File: src/rtl/feature_framer.sv
// Packs UART bytes MSB-first into D_WL-bit feature words and ping-pongs frames to the LSTM core.
// Optional partial-word timeout: define FRAMER_BYTE_TIMEOUT_EN.
module feature_framer #(
  parameter int INPUT_SIZE  = 26,
  parameter int TIME_STEP   = 148,
  parameter int D_WL        = 24,
  parameter int TIMEOUT_CYC = 200000
) (
  input  logic            clk,
  input  logic            rst,
  input  logic            rx_valid,
  input  logic [7:0]      rx_byte,
  input  logic            w_x_en,
  output logic            f_in_valid,
  output logic [D_WL-1:0] feature_in,
  output logic            seq_done,
  output logic            overflow
);

  localparam int NB  = D_WL / 8;
  localparam int BW  = (NB > 1) ? $clog2(NB) : 1;
  localparam int IW  = (INPUT_SIZE > 1) ? $clog2(INPUT_SIZE) : 1;
  localparam int FW  = (TIME_STEP > 1) ? $clog2(TIME_STEP) : 1;
  localparam int SRW = D_WL - 8;

  generate
    if ((D_WL % 8) != 0 || D_WL < 16 || INPUT_SIZE < 1 || TIME_STEP < 1 || TIMEOUT_CYC < 1) begin : g_bad_cfg
      $error("feature_framer: unsupported parameter set");
    end
  endgenerate

  typedef enum logic {IDLE, STREAM} state_t;

  // Both frame buffers share one RAM, addressed {buffer, word}
  logic [D_WL-1:0] mem_reg [2**(IW+1)];

  logic [BW-1:0]   byte_cnt_reg;
  logic [SRW-1:0]  sr_reg;
  logic [IW-1:0]   wr_idx_reg;
  logic            wr_sel_reg;
  logic [1:0]      full_reg;
  logic            overflow_reg;

  state_t          state_reg;
  logic [IW-1:0]   rd_idx_reg;
  logic            rd_sel_reg;
  logic [FW-1:0]   frame_cnt_reg;
  logic            seq_pend_reg;
  logic            seq_done_reg;
  logic            f_in_valid_reg;
  logic [D_WL-1:0] feature_in_reg;

  logic            accept;
  logic            last_byte;
  logic            last_word;
  logic            wr_en;
  logic [D_WL-1:0] word_next;
  logic            issue;
  logic            rd_last;
  logic            timeout_hit;

  assign accept    = rx_valid && !full_reg[wr_sel_reg];
  assign last_byte = (byte_cnt_reg == BW'(NB - 1));
  assign last_word = (wr_idx_reg == IW'(INPUT_SIZE - 1));
  assign wr_en     = accept && last_byte;
  assign word_next = {sr_reg, rx_byte};

  // A full read buffer is served in the same cycle the FSM leaves IDLE
  assign issue   = w_x_en && ((state_reg == STREAM) || full_reg[rd_sel_reg]);
  assign rd_last = issue && (rd_idx_reg == IW'(INPUT_SIZE - 1));

`ifdef FRAMER_BYTE_TIMEOUT_EN
  localparam int TW = $clog2(TIMEOUT_CYC + 1);
  logic [TW-1:0] idle_cnt_reg;

  assign timeout_hit = (byte_cnt_reg != '0) && !rx_valid && (idle_cnt_reg == TW'(TIMEOUT_CYC - 1));

  always_ff @(posedge clk) begin
    if (rst || rx_valid || (byte_cnt_reg == '0) || timeout_hit) begin
      idle_cnt_reg <= '0;
    end else begin
      idle_cnt_reg <= idle_cnt_reg + 1'b1;
    end
  end
`else
  assign timeout_hit = 1'b0;
`endif

  always_ff @(posedge clk) begin
    if (rst) begin
      byte_cnt_reg <= '0;
      sr_reg       <= '0;
      wr_idx_reg   <= '0;
      wr_sel_reg   <= 1'b0;
      overflow_reg <= 1'b0;
    end else begin
      if (rx_valid && full_reg[wr_sel_reg]) begin
        overflow_reg <= 1'b1;
      end
      if (accept) begin
        sr_reg <= SRW'({sr_reg, rx_byte});
        if (last_byte) begin
          byte_cnt_reg <= '0;
          if (last_word) begin
            wr_idx_reg <= '0;
            wr_sel_reg <= ~wr_sel_reg;
          end else begin
            wr_idx_reg <= wr_idx_reg + 1'b1;
          end
        end else begin
          byte_cnt_reg <= byte_cnt_reg + 1'b1;
        end
      end else if (timeout_hit) begin
        byte_cnt_reg <= '0;
        sr_reg       <= '0;
      end
    end
  end

  // Set and clear never target the same buffer: writer only fills an empty one
  generate
    for (genvar gi = 0; gi < 2; gi++) begin : g_full
      always_ff @(posedge clk) begin
        if (rst) begin
          full_reg[gi] <= 1'b0;
        end else if (wr_en && last_word && (wr_sel_reg == 1'(gi))) begin
          full_reg[gi] <= 1'b1;
        end else if (rd_last && (rd_sel_reg == 1'(gi))) begin
          full_reg[gi] <= 1'b0;
        end
      end
    end
  endgenerate

  always_ff @(posedge clk) begin
    if (wr_en) begin
      mem_reg[{wr_sel_reg, wr_idx_reg}] <= word_next;
    end
  end

  always_ff @(posedge clk) begin
    if (rst) begin
      feature_in_reg <= '0;
    end else if (issue) begin
      feature_in_reg <= mem_reg[{rd_sel_reg, rd_idx_reg}];
    end
  end

  always_ff @(posedge clk) begin
    if (rst) begin
      state_reg      <= IDLE;
      rd_idx_reg     <= '0;
      rd_sel_reg     <= 1'b0;
      frame_cnt_reg  <= '0;
      seq_pend_reg   <= 1'b0;
      seq_done_reg   <= 1'b0;
      f_in_valid_reg <= 1'b0;
    end else begin
      f_in_valid_reg <= issue;
      seq_done_reg   <= seq_pend_reg;
      seq_pend_reg   <= 1'b0;

      unique case (state_reg)
        IDLE:    if (full_reg[rd_sel_reg]) state_reg <= STREAM;
        STREAM:  ;
        default: state_reg <= IDLE;
      endcase

      if (issue) begin
        if (rd_last) begin
          rd_idx_reg <= '0;
          rd_sel_reg <= ~rd_sel_reg;
          state_reg  <= full_reg[~rd_sel_reg] ? STREAM : IDLE;
          if (frame_cnt_reg == FW'(TIME_STEP - 1)) begin
            frame_cnt_reg <= '0;
            seq_pend_reg  <= 1'b1;
          end else begin
            frame_cnt_reg <= frame_cnt_reg + 1'b1;
          end
        end else begin
          rd_idx_reg <= rd_idx_reg + 1'b1;
        end
      end
    end
  end

  assign f_in_valid = f_in_valid_reg;
  assign feature_in = feature_in_reg;
  assign seq_done   = seq_done_reg;
  assign overflow   = overflow_reg;

endmodule

File: config.mk
export PLATFORM = sky130hd
export DESIGN_NAME = feature_framer
export DESIGN_NICKNAME = d
export VERILOG_FILES = /design/src/rtl/feature_framer.sv
export SDC_FILE = /design/constraint.sdc
export NUM_CORES = 2
export LEC_CHECK = 0
export ABC_AREA = 1
export BUFFER_PORTS_ARGS = -buffer_cell sky130_fd_sc_hd__buf_2
export CAP_MARGIN = 20
export CORE_ASPECT_RATIO = 0.6
export CORE_MARGIN = 4
export CORE_UTILIZATION = 45
export DETAILED_ROUTE_END_ITERATION = 12
export SLEW_MARGIN = 15
export SYNTH_ARGS = -nofsm -noshare
export SYNTH_HDL_FRONTEND = slang
export SYNTH_SLANG_ARGS = --single-unit
export TNS_END_PERCENT = 20
File: constraint.sdc
create_clock -name clk -period 4 [get_ports clk]
set_input_delay 0.2 -clock clk [delete_from_list [all_inputs] [get_ports clk]]
set_output_delay 0.2 -clock clk [all_outputs]
set_load 0.05 [all_outputs]
Yosys cells after proc, flatten, opt, wreduce, memory -nomap -nowiden
Memories as Yosys holds them, arrays and structs flattened. A register that Yosys moved wholly into a read port is not among the register bits.
Cells that the tools add are included.
{ "word_totals": {"regBits": 45, "mem_bits_rw": 1536, "inputBits": 12, "out_inout_bits": 27, "wordCells": 70, "memories": 1} }
{ "classes": {"n_addsub": 4, "magnitude_cmp": 3, "eq_ne": 4, "mux": 22, "bitwise": 4, "n_reduce_logical": 18} }
{ "mem_list": {"columns": ["name", "depth", "word_bits", "read_ports", "rd_clocked_by_memory_dff", "write_ports", "line", "text"], "rows": [
  ["mem_reg", 64, 24, 1, 1, 1, "35", "logic [D_WL-1:0] mem_reg [2**(IW+1)];"]
]} }
{ "ops": {"columns": ["op", "n"], "rows": [
  ["2-to-1 mux 1 bit", 18],
  ["adder 5 x 1 -> 5 bit (second input constant)", 2],
  ["equality test 5 bit (second input constant)", 2],
  ["logical AND 1 bit", 10],
  ["2-to-1 mux 5 bit", 2],
  ["adder 8 x 1 -> 8 bit (second input constant)", 1],
  ["equality test 8 bit (second input constant)", 1],
  ["2-to-1 mux 8 bit", 1],
  ["< comparator 1 x 2 -> 1 bit (second input constant)", 3],
  ["inverter 1 bit", 4],
  ["AND reduction 2 bit", 2],
  ["nonzero test 2 bit", 2],
  ["AND reduction 3 bit", 1],
  ["OR reduction 3 bit", 1],
  ["adder 2 x 1 -> 2 bit (second input constant)", 1],
  ["equality test 2 bit (second input constant)", 1],
  ["2-to-1 mux 2 bit", 1],
  ["zero test 1 bit", 1],
  ["logical OR 1 bit", 1]
]} }

Logic depth before layout (Yosys ltp)
{ "depth": {"word_depth": 8, "mapped_depth": 15, "depth_no_buf": 11} }

Worst setup path after synthesis
Ideal clock, no wire load.
{ "synth_path": {"path_kind": "register -> register", "startpoint": "register wr_sel_reg", "endpoint": "memory mem_reg[15][0], enable pin", "setup_time_ns": 0.435, "arrival_ns": 2.973, "t_required_ns": 3.565, "slack_ns": 0.592, "stages_incl_launch_ff": 9, "path_buffers": 1, "period_less_slack_ns": 3.408, "path_cell_list": "dfxtp_1 -> buf_6 -> nand2_1 -> nand3_2 -> nor3_4 -> nand4_1 -> nor2_1 -> inv_1 -> nor3_1"} }
{ "synth_via": {"elab_chain_cells": 7} }
{ "synth_rtl": {"columns": ["element", "line", "text"], "rows": [
  ["from (decl)", "40", "logic wr_sel_reg;"],
  ["from (signal assigned)", "106", "wr_sel_reg <= ~wr_sel_reg;"],
  ["2-to-1 mux 1 bit (not written as such) (2 in series)", "62", "assign accept = rx_valid && !full_reg[wr_sel_reg];"],
  ["zero test 1 bit", "62", null],
  ["logical AND 1 bit", "62", null],
  ["logical AND 1 bit", "65", "assign wr_en = accept && last_byte;"],
  ["2-to-1 mux 1 bit", "136", "if (wr_en) begin"],
  ["2-to-1 mux 1 bit (not written as such)", "137", "mem_reg[{wr_sel_reg, wr_idx_reg}] <= word_next;"],
  ["to (decl)", "35", null]
]} }
Several ways; a longest one is shown, not always the timed one. The select of a mux whose other input is x is not followed.

Worst setup path after layout
{ "layout_path": {"startpoint": "register wr_sel_reg", "endpoint": "memory mem_reg[18][1], enable pin"} }
The elaborated chain is that of the path after synthesis.

==> qor.txt <==
Reg clk slew, reported paths = 0.07 ns
Internal = 0.0259 W
CP most frequent cell = nor2_2
ANT nets after route = 0
CP startpoint = wr_sel_reg
R2r startpoint = wr_sel_reg
Status = complete, no violations
Crit-path slowest cell = nand3_1
DRT Pass-1 Iters = 6
Number of I/O pins = 39
Fmax achieved = 290 MHz
Flop-to-flop setup slack = 0.56 ns
Detailed Route WL = 195000 um
Post-Syn Nets = 6127
Core Area = 146000 sq um
Clk pwr share = 42.3%
Number of global-route vias before repair = 40800
Fin area = 74000 sq um
Sink Count = 1605
WL per Instance = 23.8 um
R2R Path End = mem_reg[18][1]
Logic gate share of total power = 1.0%
Net Switching = 0.00666 W
Clock root cell = clkbuf_16
Register area share after synthesis = 71.6%
Slew HR = 21.5%
R2r worst-path depth = 9
Part of the power in registers = 56.7%
Remaining global-route overflow = 0
Post-DP HPWL = 112000 um
Post-layout nets = 6167
Layout Skew = 0.0271 ns
Fin crit share = 86.1%
Final setup violation count = 0
CTS tree = built
Global-route wire length before repair = 286000 um
Max-slew violation count = 0
Final Wtd Congestion = 0.873
Longest Clk Path Bufs = 3
Post-synth top area cell = edfxtp_1
Most common cell after layout, fill and taps aside = nand2_1
Drt via density = 5.42
Grt met2 use = 34.7%
Yosys top cell area share = 69.5%
CP peak stage delay = 0.83 ns
Initial Utilization = 45.6%
Critical Path Fanout Max = 24
DRT iter0 DRCs = 6121
Layout area overhead = 11.4%
Die H = 305 um
Setup TNS = 0 ns
CTS Buf Count = 144
Area after DPL = 69300 sq um
Largest net degree at the start of global routing = 134
Vias = 44400
Row count = 108
Max VDD drop = 0.318 mV
Post-synthesis cell type count = 31
CP Launch Type = flip-flop
# H-tree levels = 4
Synthesis-stage register bit count = 1605
LEAKAGE = 28.2 nW
Most frequent cells in the layout = nand2_1, edfxtp_1, nand3_1
Synthesized cell area = 66400 sq um
Ranking of synthesized cells by area = edfxtp_1, nand2_1, nand3_1
Gr busiest metal = met1
Worst skew pair latency = 0.78 ns
Switch share = 20.5%
GR Util met1 = 39.5%
Post-route DRC = 0
GRT Overall Usage = 25.0%
Worst Max-Slew Pin Slew = 1.18 ns
I/O Buffers = 38
Syn Area/Cell = 10.9 sq um
Critical path capture point type = flip-flop
Diode count = 0
Width of the die = 504 um
Share of layout cells above drive strength 1 = 8.52%
Initial antenna violation count = 8
DIE AREA = 154000 sq um
Critical path required time = 4.42 ns
Yosys Warn Count = 0
Mapped Cells = 6110
Worst min path class = in -> reg
Worst EP arrival = 3.86 ns
Met3 usage = 5.59%
Final-report hold violation count = 0
Largest register FFs = 1536
CP endpoint = mem_reg[18][1]
Crit path time final = 3.44 ns
Max_cap viols = 0
RSZ-0062 raised after global routing = false
CP Class = reg -> reg
PD cells = 440 nW/um^2
CP Cell Sequence = inv_1 > nand2_1 > nand3_2 > nor3_4 > inv_2 > nor2_2 > nand3_1 > nor2_2 > buf_4
-- power groups by stage --
stage / clock network, W / registers [W] / logic, W
floorplan: 0 / 0.0188 / 0.0000427
CTS: 0.0139 / 0.0184 / 0.000317
global placement: 0 / 0.0188 / 0.000307
finish: 0.0138 / 0.0184 / 0.000335
detailed placement: 0 / 0.0188 / 0.000314
global route: 0.0147 / 0.0184 / 0.000350
-- cell families after synthesis --
kind of cell	count (synthesis)	synth area share (%)
xor gates and xnor gates	2	0.0264
DFF	1605	71.6
AOI/OAI and AO/OA	281	2.13
buffers and inverters	778	5.04
adders and majority gates	5	0.0942
and+or+nand+nor	3439	21.1
-- Yosys cell counts (all sizes together) --
cell type / n
a211oi: 2
nand2: 1965
nor4: 1
edfxtp: 1536
nand4: 8
or2: 2
o21ai: 151
a21oi: 128
buf: 199
ha: 5
nand3: 834
dfxtp: 69
nor3b: 2
nor3: 14
inv: 438
xnor2: 1
nor2: 613
xor2: 1
clkbuf: 141
-- metal layers --
metal  vias to the layer above  wire length (um)
met4                         4              4280
met2                      2022             81300
met1                     21600             89500
met3                       238             20000
li1                      20500                 -
met5                         -                20
-- worst min path at each step --
stage                       endpoint  depth (start not counted)         start
floorplan              mem_reg[0][0]                          0    rx_byte[0]
global placement            seq_done                          2  seq_pend_reg
detailed placement          seq_done                          2  seq_pend_reg
CTS                   mem_reg[50][7]                          1    rx_byte[7]
global route          mem_reg[49][7]                          1    rx_byte[7]
finish              frame_cnt_reg[3]                          3           rst
-- timing repair --
item,in CTS,in global routing
hold endpoints to repair,31,13
hold buffers,4,1
gates resized for setup,0,0
buffers inserted,0,0
-- worst max-delay path: cells and delay by family (launching register included) --
family / cells / cell delay [ns]
flip-flops: 1 / 0.53
AND/OR/NAND/NOR: 6 / 1.83
buffers and inverters: 3 / 0.73
-- per-stage QoR --
stage               worst slack [ns]  util (%)  cells  total power, W  hold slack [ns]
detailed placement             0.682      47.6   7922          0.0191            0.436
global route                   0.405      50.8   8190          0.0334           0.0526
CTS                            0.668      50.8   8187          0.0327          0.00751
global placement               0.724      47.6   7922          0.0191            0.443
finish                         0.556      50.8   8190          0.0325           0.0637
floorplan                      0.592         -   6110          0.0188            0.299
-- final cells by class --
cell class                 count  area (sq um)
tap                         1925          2410
timing repair buffer         234          2080
clock buffer                 188          3930
clock inverter                73           646
multi-input combinational   3727         15700
inverter                     438          1680
sequential                  1605         47500
fill                       12700         71600
Note: power is estimated with default switching activity, not from simulation.
